===== config.mk =====
export PLATFORM = sky130hd
export DESIGN_NAME = byte_joining_param_flat
export DESIGN_NICKNAME = d
export VERILOG_FILES = /design/src/rtl/byte_joining_param_if.sv /design/src/rtl/byte_joining_param.sv /design/src/flat_wrapper.sv
export SDC_FILE = /design/constraint.sdc
export NUM_CORES = 1
export LEC_CHECK = 0
export CAP_MARGIN = 20
export CELL_PAD_IN_SITES_DETAIL_PLACEMENT = 2
export CELL_PAD_IN_SITES_GLOBAL_PLACEMENT = 2
export CORE_MARGIN = 10
export CORE_UTILIZATION = 33
export CTS_CLUSTER_SIZE = 40
export DETAILED_ROUTE_END_ITERATION = 12
export PLACE_DENSITY_LB_ADDON = 0.12
export SYNTH_ARGS = -nofsm -noshare
export SYNTH_HDL_FRONTEND = slang
export SYNTH_SLANG_ARGS = --single-unit

===== constraint.sdc =====
create_clock -name clk -period 5.5 [get_ports clk]
set_input_delay 1.1 -clock clk [delete_from_list [all_inputs] [get_ports clk]]
set_output_delay 1.1 -clock clk [all_outputs]
set_load 0.02 [all_outputs]

===== src/rtl/byte_joining_param_if.sv =====
// Lane-set input and byte-stream output bundle for the byte joiner.
// master drives lane sets and out_ready; slave is the joiner itself.
interface byte_joining_param_if #(
    parameter int WIDTH     = 8,
    parameter int NUM_LANES = 4,
    parameter int CNT_W     = (NUM_LANES > 1) ? $clog2(NUM_LANES) : 1
);
    logic [NUM_LANES*WIDTH-1:0] lane_data;
    logic                       lane_valid;
    logic [CNT_W:0]             active_lanes;
    logic                       in_ready;
    logic [WIDTH-1:0]           out_data;
    logic                       out_valid;
    logic                       out_ready;
    logic                       out_last;
    logic                       overrun;

    modport master (
        output lane_data, lane_valid, active_lanes, out_ready,
        input  in_ready, out_data, out_valid, out_last, overrun
    );

    modport slave (
        input  lane_data, lane_valid, active_lanes, out_ready,
        output in_ready, out_data, out_valid, out_last, overrun
    );
endinterface


===== src/rtl/byte_joining_param.sv =====
// Joins NUM_LANES aligned lane words into one byte stream, lane 0 first,
// with a runtime lane count, last marker and sticky overrun flag.
module byte_joining_param #(
    parameter int WIDTH     = 8,
    parameter int NUM_LANES = 4,
    parameter int CNT_W     = (NUM_LANES > 1) ? $clog2(NUM_LANES) : 1
) (
    input  logic                 clk,
    input  logic                 reset,
    byte_joining_param_if.slave  bus
);
    typedef enum logic {IDLE, SEND} state_t;

    localparam logic [CNT_W:0] ONE = (CNT_W+1)'(1);
    localparam logic [CNT_W:0] NL  = (CNT_W+1)'(NUM_LANES);

    state_t                     state_q, state_d;
    logic [NUM_LANES*WIDTH-1:0] hold_q;
    logic [CNT_W-1:0]           idx_q;
    logic [CNT_W:0]             n_act_q;
    logic                       overrun_q;

    logic [CNT_W:0] n_clamp;
    logic           last_idx;
    logic           in_ready;
    logic           capture;
    logic           advance;

    assign last_idx = ({1'b0, idx_q} == (n_act_q - ONE));
    assign capture  = bus.lane_valid && in_ready;
    assign advance  = (state_q == SEND) && bus.out_ready && !last_idx;

    always_comb begin
        n_clamp = bus.active_lanes;
        if (bus.active_lanes == '0)
            n_clamp = ONE;
        else if (bus.active_lanes > NL)
            n_clamp = NL;
    end

    always_ff @(posedge clk) begin
        if (reset)
            state_q <= IDLE;
        else
            state_q <= state_d;
    end

    // A completing set with a new set waiting re-enters SEND with no bubble
    always_comb begin
        state_d = state_q;
        unique case (state_q)
            IDLE: if (capture) state_d = SEND;
            SEND: if (bus.out_ready && last_idx)
                      state_d = capture ? SEND : IDLE;
            default: state_d = IDLE;
        endcase
    end

    always_comb begin
        in_ready     = (state_q == IDLE) ||
                       ((state_q == SEND) && last_idx && bus.out_ready);
        bus.in_ready  = in_ready;
        bus.out_valid = (state_q == SEND);
        bus.out_last  = (state_q == SEND) && last_idx;
        bus.out_data  = '0;
        if (state_q == SEND)
            bus.out_data = hold_q[int'(idx_q)*WIDTH +: WIDTH];
        bus.overrun   = overrun_q;
    end

    always_ff @(posedge clk) begin
        if (reset) begin
            hold_q    <= '0;
            idx_q     <= '0;
            n_act_q   <= NL;
            overrun_q <= 1'b0;
        end else begin
            if (capture) begin
                hold_q  <= bus.lane_data;
                n_act_q <= n_clamp;
                idx_q   <= '0;
            end else if (advance) begin
                idx_q   <= idx_q + CNT_W'(1);
            end
            if (bus.lane_valid && !in_ready)
                overrun_q <= 1'b1;
        end
    end
endmodule


===== src/flat_wrapper.sv =====
// flat-port wrapper written by rule: the top's interface ports become plain ports
module byte_joining_param_flat 
#(
    parameter int WIDTH     = 8,
    parameter int NUM_LANES = 4,
    parameter int CNT_W     = (NUM_LANES > 1) ? $clog2(NUM_LANES) : 1
)
  (clk, reset, bus_lane_data, bus_lane_valid, bus_active_lanes, bus_out_ready, bus_in_ready, bus_out_data, bus_out_valid, bus_out_last, bus_overrun);
  byte_joining_param_if #(.WIDTH(WIDTH), .NUM_LANES(NUM_LANES), .CNT_W(CNT_W)) bus_i ();
  input  logic clk;
  input  logic reset;
  input wire logic [$bits(bus_i.lane_data)-1:0] bus_lane_data;
  input wire logic [$bits(bus_i.lane_valid)-1:0] bus_lane_valid;
  input wire logic [$bits(bus_i.active_lanes)-1:0] bus_active_lanes;
  input wire logic [$bits(bus_i.out_ready)-1:0] bus_out_ready;
  output wire logic [$bits(bus_i.in_ready)-1:0] bus_in_ready;
  output wire logic [$bits(bus_i.out_data)-1:0] bus_out_data;
  output wire logic [$bits(bus_i.out_valid)-1:0] bus_out_valid;
  output wire logic [$bits(bus_i.out_last)-1:0] bus_out_last;
  output wire logic [$bits(bus_i.overrun)-1:0] bus_overrun;
  assign bus_i.lane_data = bus_lane_data;
  assign bus_i.lane_valid = bus_lane_valid;
  assign bus_i.active_lanes = bus_active_lanes;
  assign bus_i.out_ready = bus_out_ready;
  assign bus_in_ready = bus_i.in_ready;
  assign bus_out_data = bus_i.out_data;
  assign bus_out_valid = bus_i.out_valid;
  assign bus_out_last = bus_i.out_last;
  assign bus_overrun = bus_i.overrun;
  byte_joining_param #(.WIDTH(WIDTH), .NUM_LANES(NUM_LANES), .CNT_W(CNT_W)) u_core (.clk(clk), .reset(reset), .bus(bus_i));
endmodule

==> results.cfg <==
[detailed_routing]
route.detailed.vias_per_inst = 4.832
drt_iter0_drc = 25
detailedRoute.firstPassIterationCount = 4
drcViolationCount = 0
routed_vias = 1585
wl_per_cell_um = 15.93
wl_met2_um = 2449
met3_wirelength_um = 233
final_antenna_net_count = 0
totalWireLength_um = 5224
highest-signal-layer = met4
wl_met1_um = 2475

[clock_network]
hold_buffers = 0
number_of_sinks_on_the_clock_net = 39
postCtsSetupBuffers = 0
clock_path_buffers = 2
cts-htree-levels = 2
post_cts_resized = 0
clk_latency_ps = 280
cts_buffer_count = 5
cts_root_buffer = sky130_fd_sc_hd__clkbuf_8
cts_tree = built
clk_pin_slew_ps = 80

[hold_path]
holdPathEnd = u_core.hold_q[10]
hold_depth = 2
kind_of_path_behind_the_tightest_hold_check = flip-flop to flip-flop
worstHoldStart = u_core.hold_q[10]

[timing]
worst_slew_margin_rel_pct = 34.83
worst_clock_skew_ps = 6.118
rsz_0062_raised_after_global_routing = no
final.setup.worst_slack_ps = 1373
final.min_clock_period_ps = 4127
worst_pin_slew_ps = 977.6
maxSlewViolCount = 0
final_hold_viol_count = 0
maxClockFrequency_ghz = 0.2423
final.setup.tns_ps = 0
layout_worst_path_cycle_share_pct = 75.04
finalSetupViolCount = 0

[critical_path]
startpoint_types = primary input
r2r-start = u_core.idx_q[0]
cp-startpoint = bus_out_ready
crit_path_end_kind = output port
r2r_end = u_core.hold_q[20]
data_required_time_of_the_critical_path_ps = 4400
setup_slack_of_the_most_critical_reg_to_reg_path_ps = 3250
arrival_ps = 3030
crit_type = primary input to output port
critPathMaxFanout = 6
ff2ff_path_depth = 4

[grt]
grt_overflow = 0
grt_start_max_net_pins = 76
grt_first_pass_wirelength_um = 8687
grt_pass1_vias = 1763
grt_antenna_before_repair = 0
groute.usage.overall_pct = 10.55

[synthesis]
synthesis.area_per_instance_um2 = 10.31
yosys_register_bits = 39
yosysWarningCount = 0
syn-num-nets = 246
synth_area_um2 = 2125
yosys.area.top_type_share_pct = 36.75
netlist_instances = 206
ys_seq_area_share_pct = 36.75
synth_area_leaders = sky130_fd_sc_hd__dfxtp_1 (37%), sky130_fd_sc_hd__nand2b_1 (20%), sky130_fd_sc_hd__mux2i_1 (16%)
netlist-cell-type-count = 28
synthDominantAreaCellType = sky130_fd_sc_hd__dfxtp_1

[floorplan]
core_area_um2 = 6314
floorplan.die.height_um = 100.2
start_util_pct = 33.65
design.die.area_um2 = 10050
die_w_um = 100.2
std_cell_rows = 29
io_pins = 51

[layout]
ff_latch_area_um2 = 780.7
area.growth.synth_to_final_pct = 28.62
final_layout_size_suffix_gt1_share_pct = 8.367
final_net_count = 290
antenna_cells = 0
fillCellCount = 687
stdcell_count = 328
post_route_core_utilization_pct = 43.28
multi_input_area_um2 = 1219

[placement]
dp_slack_ps = 1409
port-buffer-count = 50
weighted_congestion_reported_at_the_end_of_routability_driven_placement = 0.6726
place.detailed.instances = 320
hpwl_after_detailed_placement_um = 3653

[pwr]
total_power_uw = 645.0
pwr_density_cell_nw_per_um2 = 236.0
ir_drop_v = 0.00008727
static-leakage-power_uw = 0.001014

[run_status]
run_status = finished clean

[flow_run]
timing.max_cap.violations = 0
worst max path at each step:
stage / depth (start not counted) / endpoint / slack, ps
floorplan: 2 / bus_in_ready / 2370
global placement: 4 / bus_in_ready / 1470
detailed placement: 4 / bus_in_ready / 1410
CTS: 4 / bus_in_ready / 1390
global route: 4 / bus_in_ready / 1300
finish: 4 / bus_in_ready / 1370
layout by cell type (no fill, tap or decap), types with 2 or more instances in the layout:
| cell | n |
|---|---|
| sky130_fd_sc_hd__clkbuf_8 | 7 |
| sky130_fd_sc_hd__or4_1 | 2 |
| sky130_fd_sc_hd__dfxtp_1 | 39 |
| sky130_fd_sc_hd__nand2b_1 | 67 |
| sky130_fd_sc_hd__nor2_1 | 2 |
| sky130_fd_sc_hd__inv_1 | 7 |
| sky130_fd_sc_hd__xnor2_1 | 2 |
| sky130_fd_sc_hd__clkdlybuf4s50_1 | 49 |
| sky130_fd_sc_hd__a311oi_1 | 2 |
| sky130_fd_sc_hd__buf_4 | 2 |
| sky130_fd_sc_hd__nand2_1 | 4 |
| sky130_fd_sc_hd__mux4_2 | 8 |
| sky130_fd_sc_hd__nor4_1 | 2 |
| sky130_fd_sc_hd__o41ai_1 | 2 |
| sky130_fd_sc_hd__mux2i_1 | 35 |
| sky130_fd_sc_hd__and2_1 | 8 |
report_power, final:
part / switching [uW] / internal [uW] / total, uW
clock network: 97.7 / 115 / 212
logic: 48.3 / 69.0 / 117
registers: 14.7 / 301 / 315
metal layers:
| layer | global-route usage, % | vias to the layer above |
|---|---|---|
| li1 | - | 789 |
| met1 | 13.16 | 760 |
| met2 | 16.91 | 32 |
| met3 | 3.091 | 4 |
| met4 | 3.587 | 0 |
| met5 | 0 | - |
cell type report:
cell class	count	share of cell area, %
clock buffers	8	3.663
inverters	7	0.9615
multi-input cells	145	44.60
flip-flops and latches	39	28.57
well taps	77	3.526
repair buffers	52	18.68
cells in the mapped netlist:
library cell and count:
sky130_fd_sc_hd__nand2b_1 67, sky130_fd_sc_hd__or3b_2 1, sky130_fd_sc_hd__buf_4 1, sky130_fd_sc_hd__o2111ai_1 1
sky130_fd_sc_hd__nor4_1 2, sky130_fd_sc_hd__o41ai_1 2, sky130_fd_sc_hd__buf_2 1, sky130_fd_sc_hd__buf_12 3
sky130_fd_sc_hd__or4_1 2, sky130_fd_sc_hd__ha_1 1, sky130_fd_sc_hd__a21oi_1 1, sky130_fd_sc_hd__nor2_1 2
sky130_fd_sc_hd__o41ai_2 1, sky130_fd_sc_hd__or2b_1 1, sky130_fd_sc_hd__mux2i_1 35, sky130_fd_sc_hd__nand4b_1 1
sky130_fd_sc_hd__nand2_1 4, sky130_fd_sc_hd__xnor2_1 2, sky130_fd_sc_hd__mux4_2 8, sky130_fd_sc_hd__clkbuf_1 10
sky130_fd_sc_hd__xor2_2 1, sky130_fd_sc_hd__and2_1 8, sky130_fd_sc_hd__o21bai_1 1, sky130_fd_sc_hd__inv_1 7
sky130_fd_sc_hd__a211o_1 1, sky130_fd_sc_hd__nand3_1 1, sky130_fd_sc_hd__a311oi_1 2, sky130_fd_sc_hd__dfxtp_1 39
critical path: stages:
cell and delay (ps):
sky130_fd_sc_hd__clkdlybuf4s50_1 570, sky130_fd_sc_hd__inv_1 80, sky130_fd_sc_hd__o41ai_1 560, sky130_fd_sc_hd__clkdlybuf4s50_1 710
flip-flops by register name, summed over array words and instances (netlist names):
register / flops
u_core.bus.overrun: 1
u_core.idx_q: 2
u_core.hold_q: 32
u_core.bus.out_valid: 1
u_core.n_act_q: 3
through the flow:
step	hold slack, ps	cell area, um^2
finish	476.4	2733
global route	502.5	2733
CTS	480.9	2733
detailed placement	466.5	2633
global placement	452.2	2633
floorplan	445.5	2125
kinds of logic after synthesis:
family	Yosys count	synth area share (%)
AND/OR/NAND/NOR	89	25.85
multiplexers	43	24.97
flip-flops	39	36.75
buffers and inverters	22	6.420
AO/OA/AOI/OAI	9	3.829
XOR/XNOR	3	1.590
adder cells (fa/ha/maj)	1	0.5888
Note: power is estimated with default switching activity, not from simulation.
